$ cat config.mk
export PLATFORM = sky130hd
export DESIGN_NAME = data_writeback_cache_controller
export DESIGN_NICKNAME = d
export VERILOG_FILES = /design/src/rtl/data_writeback_cache_controller.sv
export SDC_FILE = /design/constraint.sdc
export NUM_CORES = 1
export LEC_CHECK = 0
export ABC_CLOCK_PERIOD_IN_PS = 3800
export BUFFER_PORTS_ARGS = -buffer_cell sky130_fd_sc_hd__buf_2
export CAP_MARGIN = 40
export CORE_ASPECT_RATIO = 0.5
export CORE_MARGIN = 8
export CORE_UTILIZATION = 38
export CTS_CLUSTER_DIAMETER = 200
export DETAILED_ROUTE_END_ITERATION = 12
export PLACE_DENSITY = 0.89
export SLEW_MARGIN = 20
export SYNTH_ARGS = -nofsm -noshare
export SYNTH_HDL_FRONTEND = slang
export SYNTH_SLANG_ARGS = --single-unit
$ cat constraint.sdc
create_clock -name clk -period 3.8 [get_ports clk]
set_clock_uncertainty 0.2 [all_clocks]
set_input_delay 0.19 -clock clk [delete_from_list [all_inputs] [get_ports clk]]
set_output_delay 0.19 -clock clk [all_outputs]
set_load 0.01 [all_outputs]
$ cat src/rtl/data_writeback_cache_controller.sv
// Miss/fill/writeback controller for the 2-way writeback data cache.
// Optional perf counters enabled by defining DCACHE_PERF_CNT_EN.
module data_writeback_cache_controller #(
  parameter int lines = 1024,
  parameter int tbits = 18,
  parameter int bsize = 4
) (
  input  logic             clk,
  input  logic             reset,
  input  logic             MemRE,
  input  logic             MemWE,
  input  logic [31:0]      A,
  input  logic [tbits-1:0] PhysTag,
  input  logic [3:0]       ByteMask,
  input  logic             W1V,
  input  logic             W2V,
  input  logic             W1D,
  input  logic             W2D,
  input  logic [tbits-1:0] W1Tag,
  input  logic [tbits-1:0] W2Tag,
  input  logic             CurrLRU,
  input  logic             BusReady,
  output logic             W1WE,
  output logic             W2WE,
  output logic             DirtyIn,
  output logic             vin,
  output logic [3:0]       ActiveByteMask,
  output logic [1:0]       CacheRDSel,
  output logic [31:0]      ANew,
  output logic             CacheWDSel,
  output logic             WBWaySel,
  output logic             BusRE,
  output logic             BusWE,
  output logic [31:0]      BusAddr,
  output logic             Stall,
  output logic [31:0]      HitCount,
  output logic [31:0]      MissCount,
  output logic [31:0]      WBCount
);

  localparam int setbits = $clog2(lines);
  localparam int wbits   = $clog2(bsize);
  localparam logic [wbits-1:0] LAST = wbits'(bsize - 1);

  typedef enum logic [1:0] {IDLE, WRITEBACK, FETCH} state_t;

  state_t             state;
  logic [wbits-1:0]   cnt;
  logic               victim;      // 0 = way1, 1 = way2

  logic               h1, h2, hit, req;
  logic               nvictim, nvictim_dirty;
  logic [setbits-1:0] set;
  logic [tbits-1:0]   vtag;
  logic               unused_bits;

  assign unused_bits = ^A[1:0];
  assign set = A[setbits+3:4];
  assign h1  = W1V & (W1Tag == PhysTag);
  assign h2  = W2V & (W2Tag == PhysTag);
  assign hit = h1 | h2;
  assign req = MemRE | MemWE;

  // Invalid ways are filled first; otherwise evict the least recently written way.
  always_comb begin
    nvictim = 1'b0;
    if (!W1V)      nvictim = 1'b0;
    else if (!W2V) nvictim = 1'b1;
    else           nvictim = ~CurrLRU;
    nvictim_dirty = nvictim ? (W2V & W2D) : (W1V & W1D);
  end

  assign vtag = victim ? W2Tag : W1Tag;

  always_ff @(posedge clk) begin
    if (reset) begin
      state  <= IDLE;
      cnt    <= '0;
      victim <= 1'b0;
    end else begin
      case (state)
        IDLE: begin
          if (req && !hit) begin
            victim <= nvictim;
            state  <= nvictim_dirty ? WRITEBACK : FETCH;
          end
        end
        WRITEBACK: begin
          if (BusReady) begin
            cnt <= cnt + 1'b1;
            if (cnt == LAST) state <= FETCH;
          end
        end
        FETCH: begin
          if (BusReady) begin
            cnt <= cnt + 1'b1;
            if (cnt == LAST) state <= IDLE;
          end
        end
        default: state <= IDLE;
      endcase
    end
  end

  // Reset gates every strobe so an in-flight transaction is aborted that cycle.
  always_comb begin
    W1WE           = 1'b0;
    W2WE           = 1'b0;
    DirtyIn        = 1'b0;
    vin            = 1'b0;
    ActiveByteMask = '0;
    CacheRDSel     = A[3:2];
    ANew           = A;
    CacheWDSel     = 1'b0;
    WBWaySel       = 1'b0;
    BusRE          = 1'b0;
    BusWE          = 1'b0;
    BusAddr        = '0;
    Stall          = 1'b0;
    if (!reset) begin
      case (state)
        IDLE: begin
          if (req) begin
            if (hit) begin
              if (MemWE) begin
                W1WE           = h1;
                W2WE           = h2;
                DirtyIn        = 1'b1;
                vin            = 1'b1;
                ActiveByteMask = ByteMask;
              end
            end else begin
              Stall = 1'b1;
            end
          end
        end
        WRITEBACK: begin
          Stall      = 1'b1;
          BusWE      = 1'b1;
          BusAddr    = {vtag, set, cnt, 2'b00};
          CacheRDSel = cnt;
          WBWaySel   = victim;
        end
        FETCH: begin
          Stall   = 1'b1;
          BusRE   = 1'b1;
          BusAddr = {PhysTag, set, cnt, 2'b00};
          ANew    = {A[31:4], cnt, 2'b00};
          if (BusReady) begin
            W1WE           = ~victim;
            W2WE           = victim;
            CacheWDSel     = 1'b1;
            vin            = 1'b1;
            ActiveByteMask = 4'hF;
          end
        end
        default: ;
      endcase
    end
  end

`ifdef DCACHE_PERF_CNT_EN
  logic replay;

  always_ff @(posedge clk) begin
    if (reset) begin
      replay    <= 1'b0;
      HitCount  <= '0;
      MissCount <= '0;
      WBCount   <= '0;
    end else begin
      replay <= (state == FETCH) && BusReady && (cnt == LAST);
      if (state == IDLE && req) begin
        if (hit && !replay) HitCount <= HitCount + 32'd1;
        if (!hit) begin
          MissCount <= MissCount + 32'd1;
          if (nvictim_dirty) WBCount <= WBCount + 32'd1;
        end
      end
    end
  end
`else
  assign HitCount  = 32'h0;
  assign MissCount = 32'h0;
  assign WBCount   = 32'h0;
`endif

endmodule

==> summary.log <==
INFO  clocking       worst_setup_hold_path_clk_slew=0.03ns
INFO  synthesis      distinct_cell_type_count_of_the_synthesized_netlist=37
INFO  pwr            vdd.ir_drop.worst=0.122mV
INFO  worst_setup_path timing.rr.start=state[0]$_SDFFE_PP0P_
INFO  sta            fmax=0.353GHz
INFO  die            die-area=9390µm²
INFO  sta            finalCritPeriodShare=0.745
INFO  sta            final.setup.tns=0ns
INFO  sta            finalWorstPathRequiredPeriod=2.83ns
INFO  global_route   initial_antenna_violation_count=0
INFO  die            floorplan.die.height=72.6µm
INFO  worst_setup_path worst_ep_required_time=3.41ns
INFO  worst_setup_path critical_path_peak_fanout=19
INFO  die            ios=275
INFO  synthesis      yosys_most_used_dff=dfxtp_1
INFO  worst_setup_path critical_path.slowest_cell=nor2_1
INFO  worst_setup_path arrival=2.44ns
INFO  cells_and_area layout_common_cells=buf_2, conb_1, xnor2_1
INFO  worst_setup_path max_stage_delay=0.60ns
INFO  sta            setup_viol=0
INFO  routing        postRouteAntennaNets=0
INFO  global_route   grt_overflow=0
INFO  synthesis      largest_family_of_logic_cells_by_synthesized_area=buffers and inverters
INFO  worst_setup_path worstRegToRegCells=6
INFO  die            die_w=129µm
INFO  sta            slew_violations=0
INFO  placed_design  number_of_cells_after_detailed_placement=514
INFO  clocking       cts_htree_levels=1
INFO  synthesis      post_synth_edffs=0
INFO  routing        wire_per_inst=15.3µm
INFO  clocking       post_cts_hold_buffer_count=0
INFO  die            initial_cell_density_of_the_core=0.398
INFO  clocking       cts_repair_resize_count=0
INFO  cells_and_area layout_commonest_cell=buf_2
INFO  worst_setup_path worst-setup-path-type=flop to output port
INFO  pwr            power_leakage=0.00150µW
INFO  sta            tightest_slew=0.829ns
INFO  sta            slew-limit-headroom=0.447
INFO  synthesis      count_of_yosys_warnings_during_synthesis=0
INFO  worst_setup_path start_kind=flop
INFO  cells_and_area finalNonFillerCells=518
INFO  synthesis      synthesis.area_per_instance=7.52µm²
INFO  worst_setup_path critical_path.cell_chain=inv_1, ha_1, nand2b_1, nor2_1, and2_1, buf_2
INFO  clocking       cts_tree=done
INFO  cells_and_area layout-drive-gt1-share=0.409
INFO  clocking       tritoncts_num_sinks=5
INFO  sta            grt_setup_unrepaired=no
INFO  clocking       worst_skew_pair.late_latency=0.22ns
INFO  worst_setup_path timing.critical_path.to_type=output port
INFO  clocking       cts_buffers=3
INFO  placed_design  buffer_ports.inserted=140
INFO  synthesis      synthArstFlopShare=0
INFO  cells_and_area num-nets-final=536
INFO  synthesis      ys_ff_latch=5
INFO  clocking       cts_post_setup_buffers_inserted=0
INFO  worst_setup_path regToRegEndpoint=state[1]$_SDFFE_PP0P_
INFO  routing        drt_wl_total=7940µm
INFO  status         outcome=finished clean
INFO  sta            fin_worst_hold_slack=0.0859ns
INFO  synthesis      synth_fa_ha_area_frac=0.0257
INFO  routing        detail_route.iter0.violations=122
INFO  global_route   grt_pass1_vias=2367
INFO  worst_hold_path min_path_type=input port to flop
INFO  synthesis      synth_compound_area_frac=0.110
INFO  cells_and_area num_antenna_cells=0
INFO  global_route   global_route_wire_length_before_repair=11800µm
INFO  pwr            power_density=239nW/µm²
INFO  clocking       cts_buffer_depth=2
INFO  die            core-area=6130µm²
INFO  global_route   track_usage=0.152
INFO  synthesis      yosys.area_share.xor_xnor=0.133
INFO  synthesis      seq_area_frac_synth=0.0411
INFO  die            num_rows=20
INFO  synthesis      yosys-mux-area-fraction=0.110
INFO  routing        drt_pass1_iterations=4
INFO  global_route   grt_start_max_net_pins=20
INFO  routing        detail_route.vias_per_cell=4.29
INFO  job            number_of_max_cap_violations=0
INFO  placed_design  post-dp-hpwl=7000µm
INFO  placed_design  place_congestion=0.827
INFO  sta            finalHoldViolations=0
INFO  synthesis      synthesis.area=2440µm²
INFO  worst_setup_path worst_setup_slack_for_register_to_register_paths=1.83ns
INFO  clocking       clk_root_buffer_cell=clkbuf_16
INFO  routing        detailroute.via_count=2223
INFO  synthesis      synthSimpleGateAreaFrac=0.162
INFO  cells_and_area area.growth.synth_to_final=11.8%
INFO  synthesis      netlist_instances=324
INFO  routing        drc_errors=0
INFO  worst_setup_path crit_start=state[0]$_SDFFE_PP0P_
INFO  worst_setup_path critical_path.endpoint=BusAddr[11]
metal layers:
layer | vias to the layer above | GRT usage | share of wire
met3 | 10 | 0.0430 | 0.11
met5 | - | 0 | 0
met1 | 1032 | 0.153 | 0.34
met2 | 115 | 0.306 | 0.55
met4 | 0 | 0.0323 | 0.0083
li1 | 1066 | - | -
flip-flops by register name, indices dropped and copies added (netlist names):
name    cells
cnt         2
state       2
victim      1
how the worst min path moves through the flow:
stage               slack, ns     start                   to  depth (start not counted)
global route             0.12     reset  cnt[0]$_SDFFE_PP0P_                          2
CTS                      0.08  BusReady  cnt[1]$_SDFFE_PP0P_                          3
floorplan                0.15  BusReady  cnt[1]$_SDFFE_PP0P_                          2
global placement         0.18     A[31]             ANew[31]                          0
finish                   0.09  BusReady  cnt[1]$_SDFFE_PP0P_                          3
detailed placement       0.18     A[31]             ANew[31]                          0
synth_stat cells (all sizes together) (2+ instances only):
master / n / share of area
nor2: 25 / 0.039
and2: 18 / 0.047
a22oi: 19 / 0.061
a31oi: 3 / 0.0077
mux2: 23 / 0.11
nor4: 2 / 0.010
inv: 6 / 0.0092
a21o: 4 / 0.012
xnor2: 30 / 0.11
nor3: 5 / 0.015
nand2: 4 / 0.0062
or2: 2 / 0.0051
dfxtp: 5 / 0.041
a21oi: 3 / 0.0062
buf: 127 / 0.39
ha: 5 / 0.026
clkbuf: 11 / 0.017
nand3: 2 / 0.0041
nand4: 9 / 0.023
nand2b: 3 / 0.0077
and3: 2 / 0.0051
xor2: 7 / 0.025
power by group:
group | switching [µW] | leakage, µW | internal, µW
clock network | 33.0 | 0.0000382 | 139
logic | 241 | 0.00142 | 165
registers | 13.0 | 0.0000409 | 60.4
worst max-delay path: cells and delay by family, from the launching register on:
kind / cells / cell delay, ns
flops: 1 / 0.37
buf+inv: 2 / 0.23
simple gates: 3 / 1.26
fa+ha+maj: 1 / 0.35
final cells by class:
class | count | area (µm²)
flip-flops and latches | 5 | 100
repair buffers | 143 | 727
well taps | 88 | 110
inverters | 6 | 22.5
clock buffers | 4 | 78.8
fillers | 627 | 3410
multi-input cells | 272 | 1690
kinds of logic (layout without fill, tap and decap cells):
logic type | Yosys count | count (layout)
and+or+nand+nor | 72 | 72
adders and majority gates | 5 | 5
other | 1 | 98
muxes | 24 | 24
buffers and inverters | 144 | 153
DFF | 5 | 5
AOI/OAI and AO/OA | 36 | 36
xor gates and xnor gates | 37 | 37
through the flow:
step	utilization	cell area, µm²	setup WS, ns	power [µW]
after floorplan	-	2800	1.88	430
after global placement	0.430	2640	1.27	464
after detailed placement	0.432	2650	1.17	475
after CTS	0.444	2730	0.922	652
after global routing	0.444	2730	0.685	701
final	0.444	2730	0.968	651
(Power assumes the default switching activity.)
